`src/rtl/mem_port_ctrl.sv`:
```
// mem_port_ctrl: arbitrates a single byte-wide RAM port between the instruction
// fetch stage and MEM-stage loads/stores, serialising 32-bit words little-endian.
module mem_port_ctrl #(
    parameter int ADDR_W = 32
) (
    input  logic              clk,
    input  logic              rst,
    output logic              addr_needed,
    input  logic [ADDR_W-1:0] pc_mem,
    output logic              inst_available,
    output logic [31:0]       inst_in,
    output logic [ADDR_W-1:0] pc_back,
    output logic [1:0]        memcnf,
    input  logic              branch_interception,
    input  logic              mem_req,
    input  logic              mem_we,
    input  logic [ADDR_W-1:0] mem_addr,
    input  logic [2:0]        mem_len,
    input  logic [31:0]       mem_wdata,
    output logic              mem_done,
    output logic [31:0]       mem_rdata,
    output logic [ADDR_W-1:0] ram_a,
    output logic              ram_wr,
    output logic [7:0]        ram_dout,
    input  logic [7:0]        ram_din
);

    typedef enum logic [3:0] {IDLE, F0, F1, F2, F3, F4, DR, DW} state_t;

    state_t            state_q, state_d;
    logic [2:0]        k_q, k_d;
    logic              guard_q, guard_d;
    logic [ADDR_W-1:0] pc_q, pc_d;
    logic [ADDR_W-1:0] addr_q, addr_d;
    logic [2:0]        len_q, len_d;
    logic [31:0]       wdata_q, wdata_d;
    logic [23:0]       ibuf_q, ibuf_d;
    logic [31:0]       rbuf_q, rbuf_d;
    logic [31:0]       inst_q, inst_d;
    logic [ADDR_W-1:0] pcb_q, pcb_d;
    logic [31:0]       rdata_q, rdata_d;
    logic [ADDR_W-1:0] rama_q;

    logic              isFetch;
    logic              isData;
    logic              addrNeeded;
    logic              memAccept;
    logic [2:0]        lenNorm;
    logic [ADDR_W-1:0] ramA;
    logic              ramWr;
    logic [7:0]        ramDout;
    logic              instAvail;
    logic              memDone;
    logic [31:0]       instOut;
    logic [ADDR_W-1:0] pcbOut;
    logic [31:0]       rdataOut;

    assign isFetch    = state_q inside {F0, F1, F2, F3, F4};
    assign isData     = state_q inside {DR, DW};
    assign addrNeeded = (state_q == IDLE) && !mem_req && !guard_q;
    assign memAccept  = (state_q == IDLE) && mem_req && !guard_q;

    // Any length other than a byte or half-word is handled as a full word
    always_comb begin
        case (mem_len)
            3'd1:    lenNorm = 3'd1;
            3'd2:    lenNorm = 3'd2;
            default: lenNorm = 3'd4;
        endcase
    end

    // Next-state logic plus the RAM port and result datapath for every state
    always_comb begin
        state_d   = state_q;
        k_d       = k_q;
        guard_d   = 1'b0;
        pc_d      = pc_q;
        addr_d    = addr_q;
        len_d     = len_q;
        wdata_d   = wdata_q;
        ibuf_d    = ibuf_q;
        rbuf_d    = rbuf_q;
        inst_d    = inst_q;
        pcb_d     = pcb_q;
        rdata_d   = rdata_q;
        ramA      = rama_q;
        ramWr     = 1'b0;
        ramDout   = 8'h00;
        instAvail = 1'b0;
        memDone   = 1'b0;
        instOut   = inst_q;
        pcbOut    = pcb_q;
        rdataOut  = rdata_q;

        case (state_q)
            IDLE: begin
                if (memAccept) begin
                    addr_d  = mem_addr;
                    len_d   = lenNorm;
                    wdata_d = mem_wdata;
                    rbuf_d  = 32'h0;
                    k_d     = 3'd0;
                    state_d = mem_we ? DW : DR;
                end else if (addrNeeded && !branch_interception) begin
                    pc_d    = pc_mem;
                    state_d = F0;
                end
            end
            F0: begin
                ramA    = pc_q;
                state_d = F1;
            end
            F1: begin
                ramA         = pc_q + ADDR_W'(1);
                ibuf_d[7:0]  = ram_din;
                state_d      = F2;
            end
            F2: begin
                ramA         = pc_q + ADDR_W'(2);
                ibuf_d[15:8] = ram_din;
                state_d      = F3;
            end
            F3: begin
                ramA          = pc_q + ADDR_W'(3);
                ibuf_d[23:16] = ram_din;
                state_d       = F4;
            end
            F4: begin
                state_d = IDLE;
                if (!branch_interception) begin
                    instAvail = 1'b1;
                    instOut   = {ram_din, ibuf_q};
                    pcbOut    = pc_q;
                    inst_d    = {ram_din, ibuf_q};
                    pcb_d     = pc_q;
                end
            end
            DR: begin
                if (k_q < len_q) begin
                    ramA = addr_q + ADDR_W'(k_q);
                end
                for (int b = 0; b < 4; b++) begin
                    if (k_q == 3'(b + 1)) begin
                        rbuf_d[8*b +: 8] = ram_din;
                    end
                end
                if (k_q == len_q) begin
                    memDone  = 1'b1;
                    rdataOut = rbuf_d;
                    rdata_d  = rbuf_d;
                    state_d  = IDLE;
                end else begin
                    k_d = k_q + 3'd1;
                end
            end
            DW: begin
                ramA  = addr_q + ADDR_W'(k_q);
                ramWr = 1'b1;
                for (int b = 0; b < 4; b++) begin
                    if (k_q == 3'(b)) begin
                        ramDout = wdata_q[8*b +: 8];
                    end
                end
                if (k_q == len_q - 3'd1) begin
                    memDone = 1'b1;
                    state_d = IDLE;
                end else begin
                    k_d = k_q + 3'd1;
                end
            end
            default: state_d = IDLE;
        endcase

        if (isFetch && branch_interception) begin
            state_d = IDLE;
        end

        guard_d = memDone;
    end

    // State and datapath registers, all cleared by reset
    always_ff @(posedge clk) begin
        if (rst) begin
            state_q <= IDLE;
            k_q     <= 3'd0;
            guard_q <= 1'b0;
            pc_q    <= '0;
            addr_q  <= '0;
            len_q   <= 3'd0;
            wdata_q <= 32'h0;
            ibuf_q  <= 24'h0;
            rbuf_q  <= 32'h0;
            inst_q  <= 32'h0;
            pcb_q   <= '0;
            rdata_q <= 32'h0;
            rama_q  <= '0;
        end else begin
            state_q <= state_d;
            k_q     <= k_d;
            guard_q <= guard_d;
            pc_q    <= pc_d;
            addr_q  <= addr_d;
            len_q   <= len_d;
            wdata_q <= wdata_d;
            ibuf_q  <= ibuf_d;
            rbuf_q  <= rbuf_d;
            inst_q  <= inst_d;
            pcb_q   <= pcb_d;
            rdata_q <= rdata_d;
            rama_q  <= ramA;
        end
    end

    assign addr_needed    = addrNeeded && !rst;
    assign inst_available = instAvail && !rst;
    assign inst_in        = rst ? 32'h0 : instOut;
    assign pc_back        = rst ? '0 : pcbOut;
    assign memcnf[0]      = !rst && (isData || memAccept);
    assign memcnf[1]      = !rst && mem_req && isFetch;
    assign mem_done       = memDone && !rst;
    assign mem_rdata      = rst ? 32'h0 : rdataOut;
    assign ram_a          = rst ? '0 : ramA;
    assign ram_wr         = ramWr && !rst;
    assign ram_dout       = rst ? 8'h00 : ramDout;

endmodule
```
`config.mk`:
```
export PLATFORM = sky130hd
export DESIGN_NAME = mem_port_ctrl
export DESIGN_NICKNAME = d
export VERILOG_FILES = /design/src/rtl/mem_port_ctrl.sv
export SDC_FILE = /design/constraint.sdc
export NUM_CORES = 1
export LEC_CHECK = 0
export BUFFER_PORTS_ARGS = -buffer_cell sky130_fd_sc_hd__buf_2
export CAP_MARGIN = 20
export CORE_ASPECT_RATIO = 0.7
export CORE_MARGIN = 2
export CORE_UTILIZATION = 51
export DETAILED_ROUTE_END_ITERATION = 12
export PLACE_DENSITY = 0.78
export SLEW_MARGIN = 20
export SYNTH_ARGS = -nofsm -noshare
export SYNTH_HDL_FRONTEND = slang
export SYNTH_SLANG_ARGS = --single-unit
```
`constraint.sdc`:
```
create_clock -name clk -period 3.2 [get_ports clk]
set_input_delay 0.48 -clock clk [delete_from_list [all_inputs] [get_ports clk]]
set_output_delay 0.48 -clock clk [all_outputs]
set_load 0.005 [all_outputs]
```
==> results of run 1 <==
## what timing repair did
action,in CTS,in global routing
pin swaps,72,63
buffers inserted,26,37
gates resized for setup,121,119
cloned,3,2
setup endpoints to repair,57,78
## through the flow
stage / area (µm²) / util / hold WS [ns] / power, mW / std cells
finish: 18300 / 0.687 / 0.156 / 12.4 / 2450
detailed placement: 15600 / 0.586 / 0.447 / 8.01 / 2332
floorplan: 13700 / - / 0.436 / 6.71 / 1771
global placement: 15600 / 0.586 / 0.442 / 7.94 / 2332
CTS: 17400 / 0.655 / 0.144 / 11.9 / 2413
global route: 18300 / 0.687 / 0.152 / 13.0 / 2450
## worst max-delay path: stages (launching register included)
cell and delay, ns:
dfxtp_2 0.36, nor2_4 0.04, and2_4 0.17, buf_4 0.14, buf_8 0.12, ha_4 0.27
a21oi_4 0.08, buf_6 0.13, o32ai_4 0.34, and2_4 0.24, nand3_2 0.07, mux2_4 0.29
a21oi_2 0.14, buf_2 0.13
## synth_stat cells, types with 3 or more instances
library cell,number
xnor2_1,26
nand4_1,13
a221oi_1,10
a211oi_1,28
buf_4,6
or4_1,3
nand3b_1,5
a311oi_1,12
o211ai_1,3
nand2_2,4
nor4_2,4
and4_1,13
xor2_1,28
a21oi_1,232
and3_1,3
nor2b_1,5
and2_1,7
nor4_1,14
a22oi_1,53
buf_6,5
nand3_1,36
nor2_1,133
or2_1,3
clkbuf_1,85
nand2_1,466
mux2i_1,27
o21ai_2,4
inv_1,21
o21ai_0,33
o31ai_1,3
buf_2,45
nand2b_1,6
or2_2,4
a31oi_1,16
dfxtp_1,290
or3_1,9
mux2_2,3
a222oi_1,5
nor3_1,30
buf_1,6
ha_1,14
o22ai_1,7
## logic make-up (layout without fill, tap and decap cells)
group / Yosys count / after routing
simple gates: 776 / 777
compound gates: 430 / 430
flops: 290 / 290
buf+inv: 174 / 487
xor+xnor: 55 / 55
mux: 30 / 30
fa+ha+maj: 16 / 16
other cells: 0 / 1
## registers in the layout, indices dropped and copies added (netlist names)
signal and cells:
k_q 3, pc_q 32, rdata_q 32, inst_q 32
rbuf_q 32, addr_q 32, guard_q 1, ibuf_q 24
rama_q 32, pcb_q 32, state_q 3, wdata_q 32
len_q 3
## layout by cell type (no fill, tap or decap), types with 10 or more instances in the layout
cell type,Yosys,routed
a211oi_1,28,11
a211oi_2,0,17
a21oi_1,232,211
a21oi_2,0,17
a22oi_1,53,51
a311oi_2,0,12
and4_1,13,13
buf_12,0,10
buf_2,45,251
buf_4,6,124
buf_6,5,18
clkbuf_16,0,31
dfxtp_1,290,273
dfxtp_2,0,15
inv_1,21,19
mux2i_1,27,27
nand2_1,466,460
nand3_1,36,33
nand4_1,13,13
nor2_1,133,123
nor3_1,30,24
nor4_4,2,11
o21ai_0,33,27
xnor2_1,26,20
xor2_1,28,28
## how the worst max path moves through the flow
stage | startpoint | endpoint | slack (ns) | depth (start not counted)
floorplan | state_q[0]$_SDFFE_PP0P_ | ram_a[18] | 0.06 | 12
global placement | state_q[0]$_SDFFE_PP0P_ | ram_a[18] | 0.10 | 11
detailed placement | addr_q[0]$_SDFFE_PP0P_ | ram_a[26] | 0.06 | 11
CTS | state_q[1]$_SDFFE_PP0P_ | ram_a[18] | -0.34 | 11
global route | state_q[1]$_SDFFE_PP0P_ | ram_a[18] | -0.42 | 11
finish | state_q[0]$_SDFFE_PP0P_ | ram_a[11] | -0.33 | 13
## cell type report
class	instances	area, µm²	share of cell area
timing repair buffer	412	2770	0.152
antenna	1	2.50	0.000137
multi-input combinational	1308	8130	0.445
sequential	290	5830	0.319
tap	364	455	0.0249
clock buffer	39	823	0.0451
inverter	23	97.6	0.00534
clock inverter	13	158	0.00863
## power by group
part           total, mW  switching [mW]  leakage (nW)  internal (mW)
combinational       4.53            2.76          4.34           1.77
clock               3.51            1.46         0.487           2.05
sequential          4.38           0.359          2.36           4.03
## routing by layer
metal / global-route usage / share of wire / vias to the layer above
li1: - / - / 6688
met1: 0.463 / 0.43 / 6739
met2: 0.496 / 0.44 / 711
met3: 0.0672 / 0.10 / 111
met4: 0.0737 / 0.024 / 2
met5: 0 / 0.00027 / -
==> summary.txt, run 1 <==
Run status
  • Status: complete, but fails checks
  • Violations in the final reports: negative setup slack

Logic synthesis
  • Syn avg cell area: ~7.7 µm²
  • Post-synthesis cell type with the largest combined area: dfxtp_1
  • Number of synthesized flops with an enable pin: 0
  • Ys flop type: dfxtp_1
  • Synth Cell Area: 13700 µm²
  • Synth async-reset ratio: 0
  • Post-synthesis mux area share: 0.0222
  • Syn Inst Count: 1771
  • Largest family of logic cells by synthesized area: simple AND/OR/NAND/NOR gates
  • Main area contributors after synthesis: dfxtp_1, nand2_1, a21oi_1, nor2_1, a22oi_1
  • Syn nets: between 1500 and 2000
  • XOR/XNOR share of the synthesized area: 0.0363
  • Unique cell type count in the Yosys netlist: 82
  • Post-synthesis sequential area ratio: 0.424
  • Compound-Gate Fraction of Synth Area: 0.192
  • Seq cells post-synth: between 200 and 300
  • YS warnings: 0
  • Simple-Gate Fraction of Synth Area: 0.252
  • Adder-cell area share of the yosys netlist: 0.0157
  • Post-synth top area share: 0.424

Floorplanning
  • Starting Density: 0.515
  • Die area: 28200 µm²
  • Core box area: 26600 µm²
  • Chip Width: 200 µm
  • Die Y: approximately 140 µm
  • Number of primary I/O pins: 254
  • Placement Rows: 50

CTS
  • Clock Pin Slew Worst Setup and Hold Paths: 0.06 ns
  • Hold buffers post-CTS: 0
  • H-tree lvl count: 1
  • Root buffer cell: clkbuf_16
  • Worst skew pair latency: 0.56 ns
  • Max clock buf depth: 3
  • CTS Buf Count: 28
  • CTS tree: built
  • Clock sink total: 290

Worst setup path
  • WS Path Type: reg -> out
  • CP endpoint kind: primary output
  • Worst-case reg-to-reg path depth: 14
  • R2R Setup Slk: 0.50 ns
  • Arr. time, crit path: 3.05 ns
  • Crit Reg-Reg Endpoint: rama_q[8]$_DFF_P_
  • Crit start category: flop
  • CP Max Fanout: 4
  • Worst EP required: roughly 2.7 ns
  • R2R Path Start: k_q[0]$_SDFFE_PP0P_

Timing
  • Final Hold Vio Count: 0
  • Final worst-path cycle share: 1.10
  • Final setup fails: 29
  • Least-Margin Pin Slew: between 0.6 and 0.7 ns
  • Slew Limit Fails: 0
  • Fin worst setup slack: -0.327 ns
  • Achievable Freq: 284 MHz
  • Tmin final: 3.53 ns
  • Final setup TNS: -5.64 ns
  • Slew Limit Headroom: 0.531
  • RSZ-0062 raised after global routing: true
  • Skew final: 0.0109 ns

Power
  • Max IR drop VDD: 0.471 mV
  • Power Density: approximately 700 nW/µm²
  • Leak: 7.19 nW

Hold path
  • Worst Hold Class: in -> reg
  • Hold path depth: 3
  • Hold path start: pc_mem[1]
  • Min-Delay Endpoint: pc_q[1]$_SDFFE_PP0P_

Place
  • Port bufs: 253
  • Dpl ws: 0.0589 ns
  • Placer Congestion: 1.02
  • DP HPWL: 32600 µm

Drt
  • Vias per cell: 5.82
  • Routed wire length: 48000 µm
  • Drt wl/cell: 19.6 µm
  • DR DRC count: 0
  • Iteration-0 DRC count of the detailed router: ~1300
  • ANT nets after route: 0
  • DRT Pass-1 Iters: 8
  • Via count: 14300

Run
  • MaxCap Viol Count: 0

Final layout
  • # nets final: 2191
  • Share of cells above drive strength 1: 0.317
  • Layout area overhead: 33.4%
  • Fillers: roughly 2200

GRT
  • Largest net degree at the start of global routing: 82
  • First-pass GRT wire length: 72000 µm
  • Vias in the first global route: 13000
  • Grt total ovfl: 0
  • Total GRT Usage: 0.322
  • Initial antenna violation count: 2
(Power assumes the default switching activity.)
==> inputs of run 2 (changes only) <==
==> constraint.sdc (replaced) <==
create_clock -name clk -period 3.2 [get_ports clk]
set_input_delay 0.64 -clock clk [delete_from_list [all_inputs] [get_ports clk]]
set_output_delay 0.64 -clock clk [all_outputs]
set_load 0.005 [all_outputs]
==> run 2 against run 1 <==
Against the previous run:
- the run still ends with negative setup slack left
- non-clock buffer count rose by 41
- design area rose by 3.5%
- global-route usage rose by 0.70 points
- critical path depth fell by 1
- wire length rose by 5.0%
- critical endpoint is now ram_a[24]
- highest routed layer unchanged
==> summary.txt, run 2 (synthesis gave the netlist of run 1 again) <==
Drt
  • Iteration-0 DRC count of the detailed router: between 1000 and 1500
  • DRT Pass-1 Iters: 5
  • Drt wl/cell: between 20 and 25 µm
  • DR DRC count: 0
  • Routed wire length: 50400 µm
  • ANT nets after route: 0
  • Vias per cell: 5.86
  • Via count: 14600

Worst setup path
  • Crit start category: flop
  • Crit-path max cell delay: 0.36 ns
  • WS Path Type: reg -> out
  • Crit path max-delay cell type: dfxtp_2
  • CP bufs+invs: 4
  • CP endpoint kind: primary output
  • Worst-path cell chain: ha_4, inv_2, fa_2, and2b_2, o2111ai_4, nor4_2, buf_4, xor2_1, buf_4, a22oi_1, a21oi_2, buf_2
  • Arr. time, crit path: 3.02 ns
  • CP Max Fanout: 4
  • R2R Path Start: state_q[0]$_SDFFE_PP0P_
  • Most used cell, CP: buf_4
  • Worst setup path start: k_q[0]$_SDFFE_PP0P_
  • Crit path max-delay family: buffers and inverters
  • Worst EP required: 2.56 ns

Hold path
  • Worst Hold Class: in -> reg
  • Hold path start: pc_mem[9]

Place
  • Placed cell areas: 15800 µm²
  • DP HPWL: 33600 µm
  • Port bufs: about 250
  • Placer Congestion: about 1

Run status
  • Status: complete, but fails checks
  • Violations in the final reports: negative setup slack

Floorplanning
  • Die Y: 141 µm
  • Starting Density: 0.515
  • Placement Rows: 50
  • Die area: 28200 µm²
  • Number of primary I/O pins: roughly 250
  • Core box area: 26600 µm²
  • Chip Width: 200 µm

Timing
  • Fin worst setup slack: -0.461 ns
  • RSZ-0062 raised after global routing: true
  • Final Hold Vio Count: 0
  • Least-Margin Pin Slew: 0.810 ns
  • Achievable Freq: 273 MHz
  • Slew Limit Fails: 0
  • Skew final: ~0.012 ns
  • Final worst-path cycle share: 1.14
  • Tmin final: 3.66 ns
  • Final setup fails: 37
  • Slew Limit Headroom: 0.460

CTS
  • CTS tree: built
  • Worst skew pair latency: 0.56 ns
  • H-tree lvl count: 1
  • Clock sink total: 290
  • Hold buffers post-CTS: 0
  • Max clock buf depth: 3
  • CTS Buf Count: 28
  • Root buffer cell: clkbuf_16
  • Clock Pin Slew Worst Setup and Hold Paths: about 0.07 ns

GRT
  • First-pass GRT wire length: 73200 µm
  • Grt total ovfl: 0
  • Largest net degree at the start of global routing: 72
  • Total GRT Usage: 0.329
  • GRT met3 Usage: 0.0766
  • Vias in the first global route: 13400
  • GRT Max-Usage Layer: met2
  • Initial antenna violation count: 3
  • Met1 usage: 0.466
  • GRT met2 Usage: 0.505

Final layout
  • Most frequent cells in the layout: nand2_1, dfxtp_1, buf_2, a21oi_1, buf_4
  • Share of cells above drive strength 1: 0.348
  • # nets final: 2231
  • Final core occ: 0.711
  • # diodes: 0
  • Layout area overhead: 38.1%
  • Commonest non-fill, non-tap cell in the layout: nand2_1
  • Fin area: 18900 µm²

Power
  • Power Density: 684 nW/µm²
  • Leak: 7.40 nW
  • Max IR drop VDD: 0.548 mV

Run
  • MaxCap Viol Count: 0
[run 2: changes by cell type in the layout (fill, tap and decap cells not counted), sizes merged]
cell	previous run	this run
buf	408	440
bufinv	3	4
clkbuf	42	52
clkinv	9	7
diode	1	0
inv	22	21
nor2	134	133
[run 2: through the flow]
stage	setup TNS, ns	instances	power, mW	worst slack (ns)	hold WS (ns)
2_1_floorplan	0	1771	6.72	0.00229	0.436
3_3_place_gp	-0.0152	2364	8.05	-0.0152	0.442
3_5_place_dp	-0.477	2364	8.11	-0.133	0.447
4_1_cts	-8.11	2439	12.1	-0.465	0.302
5_1_grt	-13.06	2488	13.4	-0.566	0.322
6_report	-9.33	2488	12.9	-0.461	0.313
[run 2: area by class of cell]
type | instances | area, µm²
clock inverter | 11 | 164
sequential | 290 | 5830
tap | 364 | 455
fill | 2118 | 7670
inverter | 23 | 91.3
timing repair buffer | 453 | 3310
clock buffer | 40 | 817
multi-input combinational | 1307 | 8250
[run 2: worst min-delay path: cells and delay by family]
| family | cells | cell delay, ns |
|---|---|---|
| buf+inv | 1 | 0.09 |
| compound gates | 1 | 0.05 |
| simple gates | 1 | 0.05 |
[run 2: where the power goes]
part	switching, mW	internal, mW	leakage (nW)
registers	0.329	4.03	2.36
clock network	1.46	2.10	0.477
logic	2.97	2.06	4.56
[run 2: final timing paths]
| kind | end | slack (ns) | cells after the start |
|---|---|---|---|
| worst max register to register | rbuf_q[13]$_SDFFE_PP0P_ | 0.34 | 11 |
| worst min-delay path | pc_q[9]$_SDFFE_PP0P_ | 0.31 | 3 |
| worst max-delay path | ram_a[24] | -0.46 | 12 |
| worst min register to register | wdata_q[9]$_SDFFE_PP0P_ | 0.46 | 2 |
[run 2: repair_timing]
action | CTS | global route
pin swaps | 50 | 69
setup endpoints to repair | 108 | 133
gates cloned | 3 | 15
buffers inserted | 22 | 35
gates resized for setup | 155 | 136
hold endpoints to repair | 0 | 0
[run 2: per-layer routing]
layer / share of wire / wire length (µm) / vias up
met3: 0.098 / 4930 / 114
met1: 0.43 / 21800 / 6958
met5: 0.00058 / 29 / -
li1: - / - / 6768
met4: 0.027 / 1350 / 4
met2: 0.44 / 22300 / 736
